### config.mk
export PLATFORM = sky130hd
export DESIGN_NAME = throw_sequencer_flat
export DESIGN_NICKNAME = d
export VERILOG_FILES = /design/src/rtl/throw_sequencer_pkg.sv /design/src/rtl/throw_sequencer_if.sv /design/src/rtl/throw_sequencer_hit_judge.sv /design/src/rtl/throw_sequencer.sv /design/src/flat_wrapper.sv
export SDC_FILE = /design/constraint.sdc
export NUM_CORES = 1
export LEC_CHECK = 0
export BUFFER_PORTS_ARGS = -buffer_cell sky130_fd_sc_hd__buf_4
export CAP_MARGIN = 20
export CORE_MARGIN = 1
export CORE_UTILIZATION = 35
export CTS_CLUSTER_DIAMETER = 200
export DETAILED_ROUTE_END_ITERATION = 16
export PLACE_DENSITY = 0.58
export SLEW_MARGIN = 20
export SYNTH_ARGS = -nofsm -noshare
export SYNTH_HDL_FRONTEND = slang
export SYNTH_SLANG_ARGS = --single-unit
### constraint.sdc
create_clock -name i_clk -period 3.65 [get_ports i_clk]
set_input_delay 0.5475 -clock i_clk [delete_from_list [all_inputs] [get_ports i_clk]]
set_output_delay 0.5475 -clock i_clk [all_outputs]
set_load 0.01 [all_outputs]
### src/rtl/throw_sequencer_pkg.sv
// Shared types, widths and arithmetic helpers for the throw sequencer.
package throw_sequencer_pkg;

   localparam int POS_W    = 13;
   localparam int SCORE_W  = 8;
   localparam int CNT_W    = 8;
   localparam int THROWS_W = 4;

   typedef enum logic [2:0] {
      IDLE      = 3'd0,
      AIM       = 3'd1,
      FLIGHT    = 3'd2,
      SETTLE    = 3'd3,
      JUDGE     = 3'd4,
      DONE      = 3'd5,
      GAME_OVER = 3'd6
   } seq_state_t;

   // Score addition that clamps at the all-ones value instead of wrapping.
   function automatic logic [SCORE_W-1:0] sat_add(input logic [SCORE_W-1:0] a,
                                                   input logic [SCORE_W-1:0] b);
      logic [SCORE_W:0] sum;
      sum = {1'b0, a} + {1'b0, b};
      if (sum[SCORE_W]) begin
         return {SCORE_W{1'b1}};
      end else begin
         return sum[SCORE_W-1:0];
      end
   endfunction

   // |a - b| computed one bit wider than the operands so it cannot overflow.
   function automatic logic [POS_W:0] abs_diff(input logic signed [POS_W-1:0] a,
                                               input logic signed [POS_W-1:0] b);
      logic [POS_W:0] d;
      d = {a[POS_W-1], a} - {b[POS_W-1], b};
      if (d[POS_W]) begin
         return (~d) + {{POS_W{1'b0}}, 1'b1};
      end else begin
         return d;
      end
   endfunction

endpackage

### src/rtl/throw_sequencer_if.sv
// Link between the throw sequencer and the ball-motion block.
interface throw_sequencer_if;
   import throw_sequencer_pkg::*;

   logic                    z_neg;
   logic signed [POS_W-1:0] x_pos;
   logic signed [POS_W-1:0] y_pos;
   logic                    launch;
   logic                    en_collision;
   logic                    collision_done;

   // Sequencer side: controls the motion block, observes the ball.
   modport master (
      input  z_neg, x_pos, y_pos,
      output launch, en_collision, collision_done
   );

   // Motion side: reports the ball, obeys the controls.
   modport slave (
      output z_neg, x_pos, y_pos,
      input  launch, en_collision, collision_done
   );

endinterface

### src/rtl/throw_sequencer_hit_judge.sv
// Combinational hit test: ball inside the square box around the target.
module throw_sequencer_hit_judge
   import throw_sequencer_pkg::*;
#(
   parameter int HIT_RADIUS = 40
) (
   input  logic signed [POS_W-1:0] x_pos,
   input  logic signed [POS_W-1:0] y_pos,
   input  logic signed [POS_W-1:0] target_x,
   input  logic signed [POS_W-1:0] target_y,
   input  logic                    forced_miss,
   output logic                    hit
);

   localparam logic [POS_W:0] RADIUS_C = (POS_W+1)'(HIT_RADIUS);

   logic [POS_W:0] abs_dx_s;
   logic [POS_W:0] abs_dy_s;

   // Box comparison on sign-extended absolute differences; a timeout overrides.
   always_comb begin
      abs_dx_s = abs_diff(x_pos, target_x);
      abs_dy_s = abs_diff(y_pos, target_y);
      hit      = (abs_dx_s <= RADIUS_C) && (abs_dy_s <= RADIUS_C) && !forced_miss;
   end

endmodule

### src/rtl/throw_sequencer.sv
// Game-round controller: aim, launch, flight, settle, judge, score, re-arm.
module throw_sequencer
   import throw_sequencer_pkg::*;
#(
   parameter int THROWS_PER_GAME = 5,
   parameter int SETTLE_FRAMES   = 30,
   parameter int FLIGHT_TIMEOUT  = 255,
   parameter int HIT_RADIUS      = 40,
   parameter int POINTS          = 10
) (
   input  logic                    i_clk,
   input  logic                    i_rst_n,
   input  logic                    i_refresh,
   input  logic                    i_mouse_left,
   input  logic                    i_new_game,
   input  logic signed [POS_W-1:0] i_target_x,
   input  logic signed [POS_W-1:0] i_target_y,
   throw_sequencer_if.master       mot,
   output logic                    o_hit,
   output logic [SCORE_W-1:0]      o_score,
   output logic [THROWS_W-1:0]     o_throws_left,
   output logic                    o_game_over,
   output logic [2:0]              o_state
);

   localparam logic [THROWS_W-1:0] THROWS_C  = THROWS_W'(THROWS_PER_GAME);
   localparam logic [CNT_W-1:0]    TMO_LAST_C = CNT_W'(FLIGHT_TIMEOUT - 1);
   localparam logic [CNT_W-1:0]    SET_LAST_C = CNT_W'(SETTLE_FRAMES - 1);
   localparam logic [CNT_W-1:0]    CNT_MAX_C  = {CNT_W{1'b1}};
   localparam logic [SCORE_W-1:0]  POINTS_C   = SCORE_W'(POINTS);

   seq_state_t            state_r;
   seq_state_t            next_state_s;
   logic                  mouse_r;
   logic                  rise_s;
   logic                  fall_s;
   logic [CNT_W-1:0]      cnt_r;
   logic                  cnt_clr_s;
   logic                  cnt_inc_s;
   logic                  timeout_s;
   logic                  forced_miss_r;
   logic                  hit_s;
   logic                  hit_r;
   logic [SCORE_W-1:0]    score_r;
   logic [THROWS_W-1:0]   throws_r;
   logic                  launch_r;
   logic                  en_collision_r;
   logic                  collision_done_r;
   logic                  game_over_r;

   assign rise_s = i_mouse_left & ~mouse_r;
   assign fall_s = ~i_mouse_left & mouse_r;

   throw_sequencer_hit_judge #(
      .HIT_RADIUS (HIT_RADIUS)
   ) u_hit_judge (
      .x_pos       (mot.x_pos),
      .y_pos       (mot.y_pos),
      .target_x    (i_target_x),
      .target_y    (i_target_y),
      .forced_miss (forced_miss_r),
      .hit         (hit_s)
   );

   // State register and registered copy of the mouse level for edge detection.
   always_ff @(posedge i_clk or negedge i_rst_n) begin
      if (!i_rst_n) begin
         state_r <= IDLE;
         mouse_r <= 1'b0;
      end else begin
         state_r <= next_state_s;
         mouse_r <= i_mouse_left;
      end
   end

   // Next-state decode plus frame-counter and timeout controls.
   always_comb begin
      next_state_s = state_r;
      cnt_clr_s    = 1'b0;
      cnt_inc_s    = 1'b0;
      timeout_s    = 1'b0;
      case (state_r)
         IDLE: begin
            if (rise_s) begin
               next_state_s = AIM;
            end else begin
               next_state_s = IDLE;
            end
         end
         AIM: begin
            if (fall_s) begin
               next_state_s = FLIGHT;
               cnt_clr_s    = 1'b1;
            end else begin
               next_state_s = AIM;
            end
         end
         FLIGHT: begin
            // A timeout on the same tick as landing still counts as a miss.
            if (i_refresh && (cnt_r >= TMO_LAST_C)) begin
               next_state_s = JUDGE;
               timeout_s    = 1'b1;
            end else if (mot.z_neg) begin
               next_state_s = SETTLE;
               cnt_clr_s    = 1'b1;
            end else begin
               next_state_s = FLIGHT;
               cnt_inc_s    = i_refresh;
            end
         end
         SETTLE: begin
            if (i_refresh && (cnt_r >= SET_LAST_C)) begin
               next_state_s = JUDGE;
            end else begin
               next_state_s = SETTLE;
               cnt_inc_s    = i_refresh;
            end
         end
         JUDGE: begin
            next_state_s = DONE;
         end
         DONE: begin
            if (throws_r <= {{(THROWS_W-1){1'b0}}, 1'b1}) begin
               next_state_s = GAME_OVER;
            end else begin
               next_state_s = IDLE;
            end
         end
         GAME_OVER: begin
            next_state_s = GAME_OVER;
         end
         default: begin
            next_state_s = IDLE;
         end
      endcase
      if (i_new_game) begin
         next_state_s = IDLE;
         cnt_clr_s    = 1'b1;
      end else begin
         next_state_s = next_state_s;
      end
   end

   // Saturating frame counter shared by flight and settle.
   always_ff @(posedge i_clk or negedge i_rst_n) begin
      if (!i_rst_n) begin
         cnt_r <= {CNT_W{1'b0}};
      end else if (cnt_clr_s) begin
         cnt_r <= {CNT_W{1'b0}};
      end else if (cnt_inc_s && (cnt_r != CNT_MAX_C)) begin
         cnt_r <= cnt_r + {{(CNT_W-1){1'b0}}, 1'b1};
      end
   end

   // Forced-miss flag: set by a flight timeout, cleared at each new launch.
   always_ff @(posedge i_clk or negedge i_rst_n) begin
      if (!i_rst_n) begin
         forced_miss_r <= 1'b0;
      end else if (i_new_game || (state_r == AIM && fall_s)) begin
         forced_miss_r <= 1'b0;
      end else if (timeout_s) begin
         forced_miss_r <= 1'b1;
      end
   end

   // Judgement result, score and throw budget.
   always_ff @(posedge i_clk or negedge i_rst_n) begin
      if (!i_rst_n) begin
         hit_r    <= 1'b0;
         score_r  <= {SCORE_W{1'b0}};
         throws_r <= THROWS_C;
      end else if (i_new_game) begin
         hit_r    <= 1'b0;
         score_r  <= {SCORE_W{1'b0}};
         throws_r <= THROWS_C;
      end else if (state_r == JUDGE) begin
         hit_r <= hit_s;
         if (hit_s) begin
            score_r <= sat_add(score_r, POINTS_C);
         end
      end else if (state_r == DONE) begin
         throws_r <= throws_r - {{(THROWS_W-1){1'b0}}, 1'b1};
      end
   end

   // Control outputs registered from the next state so they align with o_state.
   always_ff @(posedge i_clk or negedge i_rst_n) begin
      if (!i_rst_n) begin
         launch_r         <= 1'b0;
         en_collision_r   <= 1'b0;
         collision_done_r <= 1'b0;
         game_over_r      <= 1'b0;
      end else begin
         launch_r         <= (next_state_s == AIM);
         en_collision_r   <= (next_state_s == SETTLE);
         collision_done_r <= i_new_game || (next_state_s == DONE);
         game_over_r      <= (next_state_s == GAME_OVER);
      end
   end

   assign mot.launch         = launch_r;
   assign mot.en_collision   = en_collision_r;
   assign mot.collision_done = collision_done_r;
   assign o_hit              = hit_r;
   assign o_score            = score_r;
   assign o_throws_left      = throws_r;
   assign o_game_over        = game_over_r;
   assign o_state            = state_r;

endmodule

### src/flat_wrapper.sv
// flat-port wrapper written by rule: the top's interface ports become plain ports
module throw_sequencer_flat import throw_sequencer_pkg::*;
#(
   parameter int THROWS_PER_GAME = 5,
   parameter int SETTLE_FRAMES   = 30,
   parameter int FLIGHT_TIMEOUT  = 255,
   parameter int HIT_RADIUS      = 40,
   parameter int POINTS          = 10
)
  (i_clk, i_rst_n, i_refresh, i_mouse_left, i_new_game, i_target_x, i_target_y, o_hit, o_score, o_throws_left, o_game_over, o_state, mot_z_neg, mot_x_pos, mot_y_pos, mot_launch, mot_en_collision, mot_collision_done);
  throw_sequencer_if mot_i ();
  input  logic i_clk;
  input  logic i_rst_n;
  input  logic i_refresh;
  input  logic i_mouse_left;
  input  logic i_new_game;
  input  logic signed [POS_W-1:0] i_target_x;
  input  logic signed [POS_W-1:0] i_target_y;
  output logic o_hit;
  output logic [SCORE_W-1:0] o_score;
  output logic [THROWS_W-1:0] o_throws_left;
  output logic o_game_over;
  output logic [2:0] o_state;
  input wire logic [$bits(mot_i.z_neg)-1:0] mot_z_neg;
  input wire logic [$bits(mot_i.x_pos)-1:0] mot_x_pos;
  input wire logic [$bits(mot_i.y_pos)-1:0] mot_y_pos;
  output wire logic [$bits(mot_i.launch)-1:0] mot_launch;
  output wire logic [$bits(mot_i.en_collision)-1:0] mot_en_collision;
  output wire logic [$bits(mot_i.collision_done)-1:0] mot_collision_done;
  assign mot_i.z_neg = mot_z_neg;
  assign mot_i.x_pos = mot_x_pos;
  assign mot_i.y_pos = mot_y_pos;
  assign mot_launch = mot_i.launch;
  assign mot_en_collision = mot_i.en_collision;
  assign mot_collision_done = mot_i.collision_done;
  throw_sequencer #(.THROWS_PER_GAME(THROWS_PER_GAME), .SETTLE_FRAMES(SETTLE_FRAMES), .FLIGHT_TIMEOUT(FLIGHT_TIMEOUT), .HIT_RADIUS(HIT_RADIUS), .POINTS(POINTS)) u_core (.i_clk(i_clk), .i_rst_n(i_rst_n), .i_refresh(i_refresh), .i_mouse_left(i_mouse_left), .i_new_game(i_new_game), .i_target_x(i_target_x), .i_target_y(i_target_y), .mot(mot_i), .o_hit(o_hit), .o_score(o_score), .o_throws_left(o_throws_left), .o_game_over(o_game_over), .o_state(o_state));
endmodule
==> flow_summary.ini, run 1 <==
[drt]
ant_nets = 0
wirelength_um = 9670
routed-via-count = 3955
firstDrtPassIters = 4
via_per_inst = 5.25
drt_iter0_drc = 103
wl_per_cell_um = 12.8
drc = 0

[finish]
final_cells = 753
final_cell_mix = buf_4 (148), inv_1 (41), nor2_1 (37), ha_1 (31)
drive_gt1_share_pct = 33.4
final_area_um2 = 5210
diodes = 0
utilization_pct = 50.3
layout_commonest_cell = buf_4
syn2layout_area_growth_pct = 38.7
layout.nets = 709

[clock_network]
cts_max_level = 2
cts_buffer_depth = 2
numCtsBuffers = 5
clk_latency_ns = 0.28
cts-root-buf = clkbuf_8
cts.sinks = 30
cts_tree = built
cts_hold_buffers = 0
clkSlewWorstSetupHoldPaths_ns = 0.07

[pwr]
ir_drop_uv = 247
pwr-share-clk_pct = 20.6
powerDensity_nw_per_um2 = 255
p_leak_nw = 2.46
p_switching_uw = 485
intPower_uw = 846
comb_power_share_pct = 53.2
total_power_mw = 1.33
power_frac_seq_pct = 26.2
p_sw_share_pct = 36.5

[timing]
finalCritPeriodShare_pct = 102
fmax_mhz = 270
final_hold_viol_count = 0
relSlewSlack_pct = 39.4
grt_setup_unrepaired = true
slew_violations = 0
clock_skew_ns = 0.00465
period_minus_slack_ns = 3.71
fin_tns_setup_ns = -0.107
finalSetupViolCount = 4
setup_slack_ns = -0.0603
worstMarginPinSlew_ns = 0.901
hold_ws_ns = 0.190

[worst_setup_path]
critPathBufInv = 2
r2r_end = u_core.cnt_r[4]
rrSetupSlack_ns = 0.69
arrival_ns = 3.92
cp_slowest_cell = or4_4
cpMostUsedCell = or4_4
path_cells = buf_4, inv_1, ha_1, nor2b_1, o2111ai_1, a31oi_1, a211oi_2, nand2_1, or4_1, a32o_2, or4_4, or4_4, a21oi_2
worstPathRequired_ns = 3.86
worstReg2RegStart = u_core.cnt_r[1]
cp-startpoint = i_target_x[1]
slowest_delay_ns = 0.56
cp_top_family = simple AND/OR/NAND/NOR gates
crit_fanout = 3
endpoint_kind = register
worst_setup_path_start_kind = primary input
crit_path_end = u_core.o_score[7]
reg2reg_depth = 9
worst-setup-path-type = primary input to register
path_depth = 13

[floorplan]
die-width_um = 106
dieArea_um2 = 11200
initial_utilization_pct = 36.2
boundaryPins = 78
core_um2 = 10400
rows = 37
die_h_um = 106

[place]
gp_congestion = 0.785
dp.cells = 741
dpl-instance-area_um2 = 4970
portBuffers = 77
detailed_place_hpwl_um = 7690
place_ws_ns = -0.625

[global_route]
track_usage_pct = 17.2
grt_max_degree = 31
first_global_vias = 3725
grt_first_pass_wirelength_um = 16400
grtUsageMet3_pct = 2.04
grt.met1_usage_pct = 23.1
antenna_found_initial = 0
grt-ovfl-total = 0
busiest_layer = met2
grt_use_met2_pct = 30.1

[synth]
ys_warn_count = 0
synth_area_per_cell_um2 = 7.94
netlist_instances = 473
synth_top_cell_by_area = dfrtp_1
async_reset_ff_share_pct = 100
synth_edf_count = 0
postSynthRegisterBits = 30
ys_top_cells_by_area = dfrtp_1 (19%), ha_1 (11%), inv_1 (4.3%)
synth-seq-area-share_pct = 20.1
synth.distinct_cells = 75
netlist.area_leader.share_pct = 18.7
syn_nets = 566
synth_flop_cell = dfrtp_1
synth.cell_area_um2 = 3760

[worst_hold_path]
hp-class = primary input to async pin

[run_status]
outcome = finished with violations
failed_checks = setup timing

[job]
drv_cap = 0
power by group through the flow:
stage / Combinational (mW) / Clock, mW / Sequential, mW
2_1_floorplan: 0.417 / 0 / 0.350
3_3_place_gp: 0.656 / 0 / 0.354
3_5_place_dp: 0.668 / 0 / 0.355
4_1_cts: 0.694 / 0.285 / 0.348
5_1_grt: 0.780 / 0.299 / 0.350
6_report: 0.708 / 0.274 / 0.349
synth_stat cells, types with 3 or more instances:
master and instances:
a2111oi_0 6, a211oi_1 13, a21o_1 10, a21oi_1 23
a31oi_1 4, a41oi_1 6, and2_1 10, and3_1 11
buf_6 3, clkbuf_1 9, dfrtp_1 28, ha_1 33
inv_1 43, mux2i_1 7, nand2_1 28, nand2b_1 11
nand3_1 16, nand3b_1 3, nand4_1 3, nor2_1 38
nor2b_1 10, nor3_1 12, nor3b_1 5, nor4_1 4
nor4b_1 3, o2111ai_1 4, o211a_1 3, o211ai_1 4
o21a_1 9, o21ai_0 17, o22ai_1 3, o31ai_1 6
or2_2 5, or3_1 11, xnor2_1 13, xor2_1 8
area by class of cell:
type / count / area [um2]
Clock buffer: 6 / 82.6
Clock inverter: 2 / 12.5
Fill cell: 1010 / 5160
Inverter: 44 / 178
Multi-Input combinational cell: 386 / 2890
Sequential cell: 30 / 753
Tap cell: 136 / 170
Timing Repair Buffer: 149 / 1130
timing repair:
item,in CTS,in global routing
resized for setup,11,15
setup endpoints to repair,9,9
buffers inserted,3,1
pin swaps,10,6
state kept, by name (all words and copies together) (netlist names), 3 cells and up:
| signal | flops |
|---|---|
| u_core.o_state | 3 |
| u_core.cnt_r | 8 |
| u_core.o_score | 8 |
| u_core.o_throws_left | 4 |
cell families (layout without fill, tap and decap cells):
logic type / after synthesis / count (layout) / synth area share (%)
AOI/OAI and AO/OA: 141 / 141 / 28.0
xor gates and xnor gates: 21 / 21 / 4.90
adders and majority gates: 35 / 35 / 12.1
buffers and inverters: 57 / 201 / 6.30
DFF: 30 / 30 / 20.1
muxes: 7 / 7 / 1.87
and+or+nand+nor: 182 / 182 / 26.8
metal layers:
metal | wire, um | vias up
met5 | 0 | -
met4 | 48 | 0
met3 | 291 | 4
met2 | 4570 | 61
met1 | 4750 | 1856
li1 | - | 2034
worst min-delay path by stage:
stage | from | end | slack, ns | cells past startpoint
after global routing | i_rst_n | u_core.mot.launch | 0.21 | 1
after CTS | i_rst_n | u_core.o_throws_left[1] | 0.20 | 1
final | i_rst_n | u_core.mot.en_collision | 0.19 | 1
after global placement | i_rst_n | u_core.mot.en_collision | 0.50 | 1
after floorplan | i_rst_n | u_core.cnt_r[0] | 0.25 | 0
after detailed placement | i_rst_n | u_core.o_throws_left[1] | 0.50 | 1
Note: power is estimated with default switching activity, not from simulation.
==> run 2, diff against run 1 <==
--- a/config.mk
+++ b/config.mk
@@ -7,6 +7,7 @@
 export LEC_CHECK = 0
 export BUFFER_PORTS_ARGS = -buffer_cell sky130_fd_sc_hd__buf_4
 export CAP_MARGIN = 20
+export CORE_ASPECT_RATIO = 0.8
 export CORE_MARGIN = 1
 export CORE_UTILIZATION = 35
 export CTS_CLUSTER_DIAMETER = 200
==> run 2 against run 1 <==
Against the previous run:
- largest cell class unchanged
- final cell count is 2.0% higher
- the flow now finishes without violations
- sequential share of layout area is 0.56 points lower
- critical endpoint unchanged
- total power is 13% higher
- first-iteration DRC count is 150% higher
==> flow_summary.ini, run 2 (synthesis results as in run 1) <==
[clock_network]
clkSlewWorstSetupHoldPaths_ns = 0.05
clk_latency_ns = 0.28
cts-root-buf = clkbuf_16
cts_max_level = 2
cts_tree = built
cts_hold_buffers = 0
cts_buffer_depth = 2
cts.sinks = 30
numCtsBuffers = 5

[place]
detailed_place_hpwl_um = 7860
gp_congestion = 0.868
dpl-instance-area_um2 = 5050
place_ws_ns = -0.403
portBuffers = 77

[run_status]
outcome = finished, final reports clean

[timing]
fmax_mhz = 275
worstMarginPinSlew_ns = 0.789
slew_violations = 0
fin_tns_setup_ns = 0
finalCritPeriodShare_pct = 99.6
period_minus_slack_ns = 3.64
relSlewSlack_pct = 46.9
grt_setup_unrepaired = true
final_hold_viol_count = 0
hold_ws_ns = 0.195
finalSetupViolCount = 0
clock_skew_ns = 0.00704
setup_slack_ns = 0.0135

[worst_setup_path]
worstReg2RegStart = u_core.cnt_r[1]
reg2reg_depth = 9
arrival_ns = 3.84
rrSetupSlack_ns = 0.60
crit_fanout = 3
endpoint_kind = register
r2r_end = u_core.cnt_r[4]
worst-setup-path-type = primary input to register
worst_setup_path_start_kind = primary input
worstPathRequired_ns = 3.85

[pwr]
powerDensity_nw_per_um2 = 277
ir_drop_uv = 188
p_leak_nw = 2.55
total_power_mw = 1.50

[floorplan]
die_h_um = 94.7
core_um2 = 10300
die-width_um = 118
dieArea_um2 = 11200
boundaryPins = 78
initial_utilization_pct = 36.4
rows = 33

[finish]
layout_commonest_cell = buf_4
diodes = 0
fillers = 997
final_area_um2 = 5420
final_cell_mix = buf_4 (159), inv_1 (41), nor2_1 (36), ha_1 (30)
layout.nets = 720
syn2layout_area_growth_pct = 44.3
drive_gt1_share_pct = 36.0

[global_route]
grt_max_degree = 31
first_global_vias = 3826
track_usage_pct = 18.1
grt-ovfl-total = 0
grt_first_pass_wirelength_um = 17000
antenna_found_initial = 0

[drt]
via_per_inst = 5.26
routed-via-count = 4039
firstDrtPassIters = 4
wirelength_um = 10100
ant_nets = 0
wl_per_cell_um = 13.1
drt_iter0_drc = 256
drc = 0

[job]
drv_cap = 0

[worst_hold_path]
hp-class = primary input to async pin
run 2: cell count changes in the layout (fill, tap and decap cells not counted), moves of 3 or more:
cell and change:
a41oi_1 -3, buf_4 +11, clkbuf_8 -6, clkbuf_16 +5, a41oi_2 +3
run 2: repair_timing:
action | in CTS | in global routing
gates resized for setup | 11 | 29
pin swaps | 13 | 11
setup endpoints to repair | 8 | 9
setup buffers | 2 | 3
run 2: per-stage QoR:
step	utilization [%]	std cells
2_1_floorplan	-	473
3_3_place_gp	48.9	755
3_5_place_dp	48.9	755
4_1_cts	50.8	765
5_1_grt	52.5	768
6_report	52.5	768
run 2: how the worst max path moves through the flow:
| stage | slack [ns] | startpoint | to |
|---|---|---|---|
| after floorplan | -0.13 | mot_x_pos[0] | u_core.o_score[7] |
| after global placement | -0.36 | mot_x_pos[0] | u_core.o_score[7] |
| after detailed placement | -0.40 | mot_x_pos[0] | u_core.o_score[7] |
| after CTS | -0.0005 | mot_x_pos[0] | u_core.o_score[7] |
| after global routing | -0.12 | mot_x_pos[0] | u_core.o_score[7] |
| final | 0.01 | mot_x_pos[0] | u_core.o_score[7] |
run 2: area by class of cell:
| class | instances | area (um2) | share of cell area (%) |
|---|---|---|---|
| well taps | 140 | 175 | 3.23 |
| multi-input cells | 386 | 2970 | 54.7 |
| clock inverters | 2 | 10.0 | 0.185 |
| flip-flops and latches | 30 | 753 | 13.9 |
| inverters | 44 | 178 | 3.28 |
| clock buffers | 6 | 129 | 2.38 |
| repair buffers | 160 | 1210 | 22.3 |
run 2: worst max-delay path, cell delays in order:
cell and delay (ns):
buf_8 0.11, inv_12 0.04, ha_4 0.13, inv_2 0.04
fa_2 0.34, a21oi_2 0.16, o211ai_2 0.13, buf_4 0.16
o21ai_1 0.15, xnor2_1 0.13, or4_4 0.55, a32o_2 0.27
or4_4 0.51, or4_4 0.44, a21oi_2 0.13
run 2: routing by layer:
layer,share of wire [%],up-vias,GRT usage [%]
met5,0,-,0
met4,0.84,0,4.70
met3,3.3,9,2.84
met2,46,73,29.2
met1,50,1894,25.0
li1,-,2063,-
run 2: report_power, final:
group	total, mW	internal (mW)	switching (mW)
combinational	0.756	0.383	0.373
sequential	0.349	0.339	0.00963
clock	0.396	0.250	0.146
==> run 3, diff against run 2 <==
--- a/config.mk
+++ b/config.mk
@@ -12,7 +12,7 @@
 export CORE_UTILIZATION = 35
 export CTS_CLUSTER_DIAMETER = 200
 export DETAILED_ROUTE_END_ITERATION = 16
-export PLACE_DENSITY = 0.58
+export PLACE_DENSITY = 0.61
 export SLEW_MARGIN = 20
 export SYNTH_ARGS = -nofsm -noshare
 export SYNTH_HDL_FRONTEND = slang
==> run 3 against run 2 <==
Against the previous run:
- sequential power about the same
- hold slack improved by 0.0078 ns
- register-to-register slack better by 0.06 ns
- highest routed layer unchanged
- fmax fell by 2.2%
- non-clock buffer count is 9 lower
- largest power group unchanged
- the run now ends with setup timing left
- critical path type unchanged
- final cell count is 1.2% lower
==> flow_summary.ini, run 3 (synthesis results as in run 1) <==
[timing]
finalCritPeriodShare_pct = 102
setup_slack_ns = -0.0686
finalSetupViolCount = 2
fmax_mhz = 269
relSlewSlack_pct = 30.8
period_minus_slack_ns = 3.72
worstMarginPinSlew_ns = 1.03
grt_setup_unrepaired = true
slew_violations = 0
clock_skew_ns = 0.00343
final_hold_viol_count = 0

[pwr]
p_sw_share_pct = 34.7
power_frac_seq_pct = 23.8
pwr-share-clk_pct = 26.6
total_power_mw = 1.46
comb_power_share_pct = 49.6
intPower_uw = 956
p_switching_uw = 508
ir_drop_uv = 145
p_leak_nw = 2.51
powerDensity_nw_per_um2 = 275

[clock_network]
cts-root-buf = clkbuf_16
cts.sinks = 30
clkSlewWorstSetupHoldPaths_ns = 0.05
numCtsBuffers = 5
cts_buffer_depth = 2
cts_max_level = 2
clk_latency_ns = 0.27
cts_tree = built

[place]
detailed_place_hpwl_um = 7780
place_ws_ns = -0.483
portBuffers = 77
dpl-instance-area_um2 = 4980
gp_congestion = 0.838

[drt]
wirelength_um = 9640
wl_per_cell_um = 12.7
firstDrtPassIters = 4
drt_iter0_drc = 170
via_per_inst = 5.23
drc = 0
ant_nets = 0
routed-via-count = 3973

[worst_setup_path]
endpoint_kind = register
critPathBufInv = 3
crit_fanout = 3
slowest_delay_ns = 0.51
worst-setup-path-type = primary input to register
cp_top_family = simple AND/OR/NAND/NOR gates
cpMostUsedCell = or4_4
arrival_ns = 3.92
worst_setup_path_start_kind = primary input
path_cells = buf_8, inv_12, ha_4, inv_2, fa_2, a21oi_4, o211ai_2, o41ai_2, xnor2_1, nand2b_4, or4_4, a32o_2, or4_4, or4_1, a21oi_2
worstPathRequired_ns = 3.85
cp_slowest_cell = or4_4

[global_route]
grt_max_degree = 31
grt-ovfl-total = 0
first_global_vias = 3745
antenna_found_initial = 0
track_usage_pct = 17.7
grt_first_pass_wirelength_um = 16600

[floorplan]
initial_utilization_pct = 36.4
die_h_um = 94.7
die-width_um = 118
dieArea_um2 = 11200
core_um2 = 10300
rows = 33
boundaryPins = 78

[finish]
final_cell_mix = buf_4 (150), inv_1 (41), nor2_1 (37), ha_1 (32)
diodes = 0
layout.nets = 711
drive_gt1_share_pct = 34.1
syn2layout_area_growth_pct = 41.7
final_area_um2 = 5320
layout_commonest_cell = buf_4

[run_status]
failed_checks = setup timing
outcome = finished with violations

[job]
drv_cap = 0

[worst_hold_path]
hp-class = primary input to async pin
==> run 3: cell count changes in the layout (fill, tap and decap cells not counted), sizes merged <==
| cell | change |
|---|---|
| buf | -9 |
==> run 3: worst paths after layout <==
kind	slack, ns	from	cells after the start	to
worst max-delay path	-0.07	mot_x_pos[0]	15	u_core.o_score[7]
worst min-delay path	0.20	i_rst_n	1	u_core.cnt_r[5]
worst max register to register	0.66	u_core.cnt_r[1]	9	u_core.cnt_r[6]
worst min register to register	0.54	u_core.forced_miss_r	1	u_core.forced_miss_r
max in group asynchronous	3.13	i_rst_n	1	u_core.o_throws_left[2]
min in group i_clk	0.39	i_mouse_left	1	u_core.mouse_r
==> run 3: power by group through the flow <==
stage,clock [mW],combinational [mW],sequential (mW)
global placement,0,0.656,0.354
finish,0.390,0.726,0.349
floorplan,0,0.417,0.350
global route,0.417,0.800,0.350
CTS,0.398,0.701,0.349
detailed placement,0,0.669,0.354
==> run 3: area by class of cell <==
type	instances	area, um2
tap	140	175
multi-input combinational	386	2940
inverter	44	178
timing repair buffer	151	1140
fill	1023	5000
clock inverter	2	10.0
clock buffer	6	129
sequential	30	753
==> run 3: through the flow <==
| step | instances | setup TNS, ns | util [%] | hold slack [ns] |
|---|---|---|---|---|
| global route | 759 | -0.630 | 51.6 | 0.231 |
| detailed placement | 745 | -3.24 | 48.2 | 0.502 |
| global placement | 745 | -2.42 | 48.2 | 0.499 |
| CTS | 758 | -0.0664 | 50.4 | 0.212 |
| floorplan | 473 | -0.541 | - | 0.252 |
| finish | 759 | -0.0756 | 51.6 | 0.203 |
==> run 3: metal layers <==
| layer | GRT usage (%) | up-vias | wire, um |
|---|---|---|---|
| li1 | - | 2043 | - |
| met1 | 23.9 | 1854 | 4860 |
| met2 | 29.9 | 72 | 4360 |
| met4 | 3.63 | 0 | 49 |
| met3 | 2.96 | 4 | 374 |
| met5 | 0 | - | 0 |
==> run 3: what timing repair did <==
| action | CTS | global route |
|---|---|---|
| pin swaps | 13 | 6 |
| cloned | 0 | 0 |
| gates resized for setup | 14 | 20 |
| setup buffers | 5 | 1 |
| endpoints found under the setup margin | 8 | 9 |
| hold buffers | 0 | 0 |
==> run 3: worst reg2reg max path: cells and delay by family (launching register included) <==
kind	cells	cell delay, ns
AND/OR/NAND/NOR	4	1.33
AO/OA/AOI/OAI	3	0.91
flip-flops	1	0.42
adder cells (fa/ha/maj)	1	0.17
buffers and inverters	1	0.08
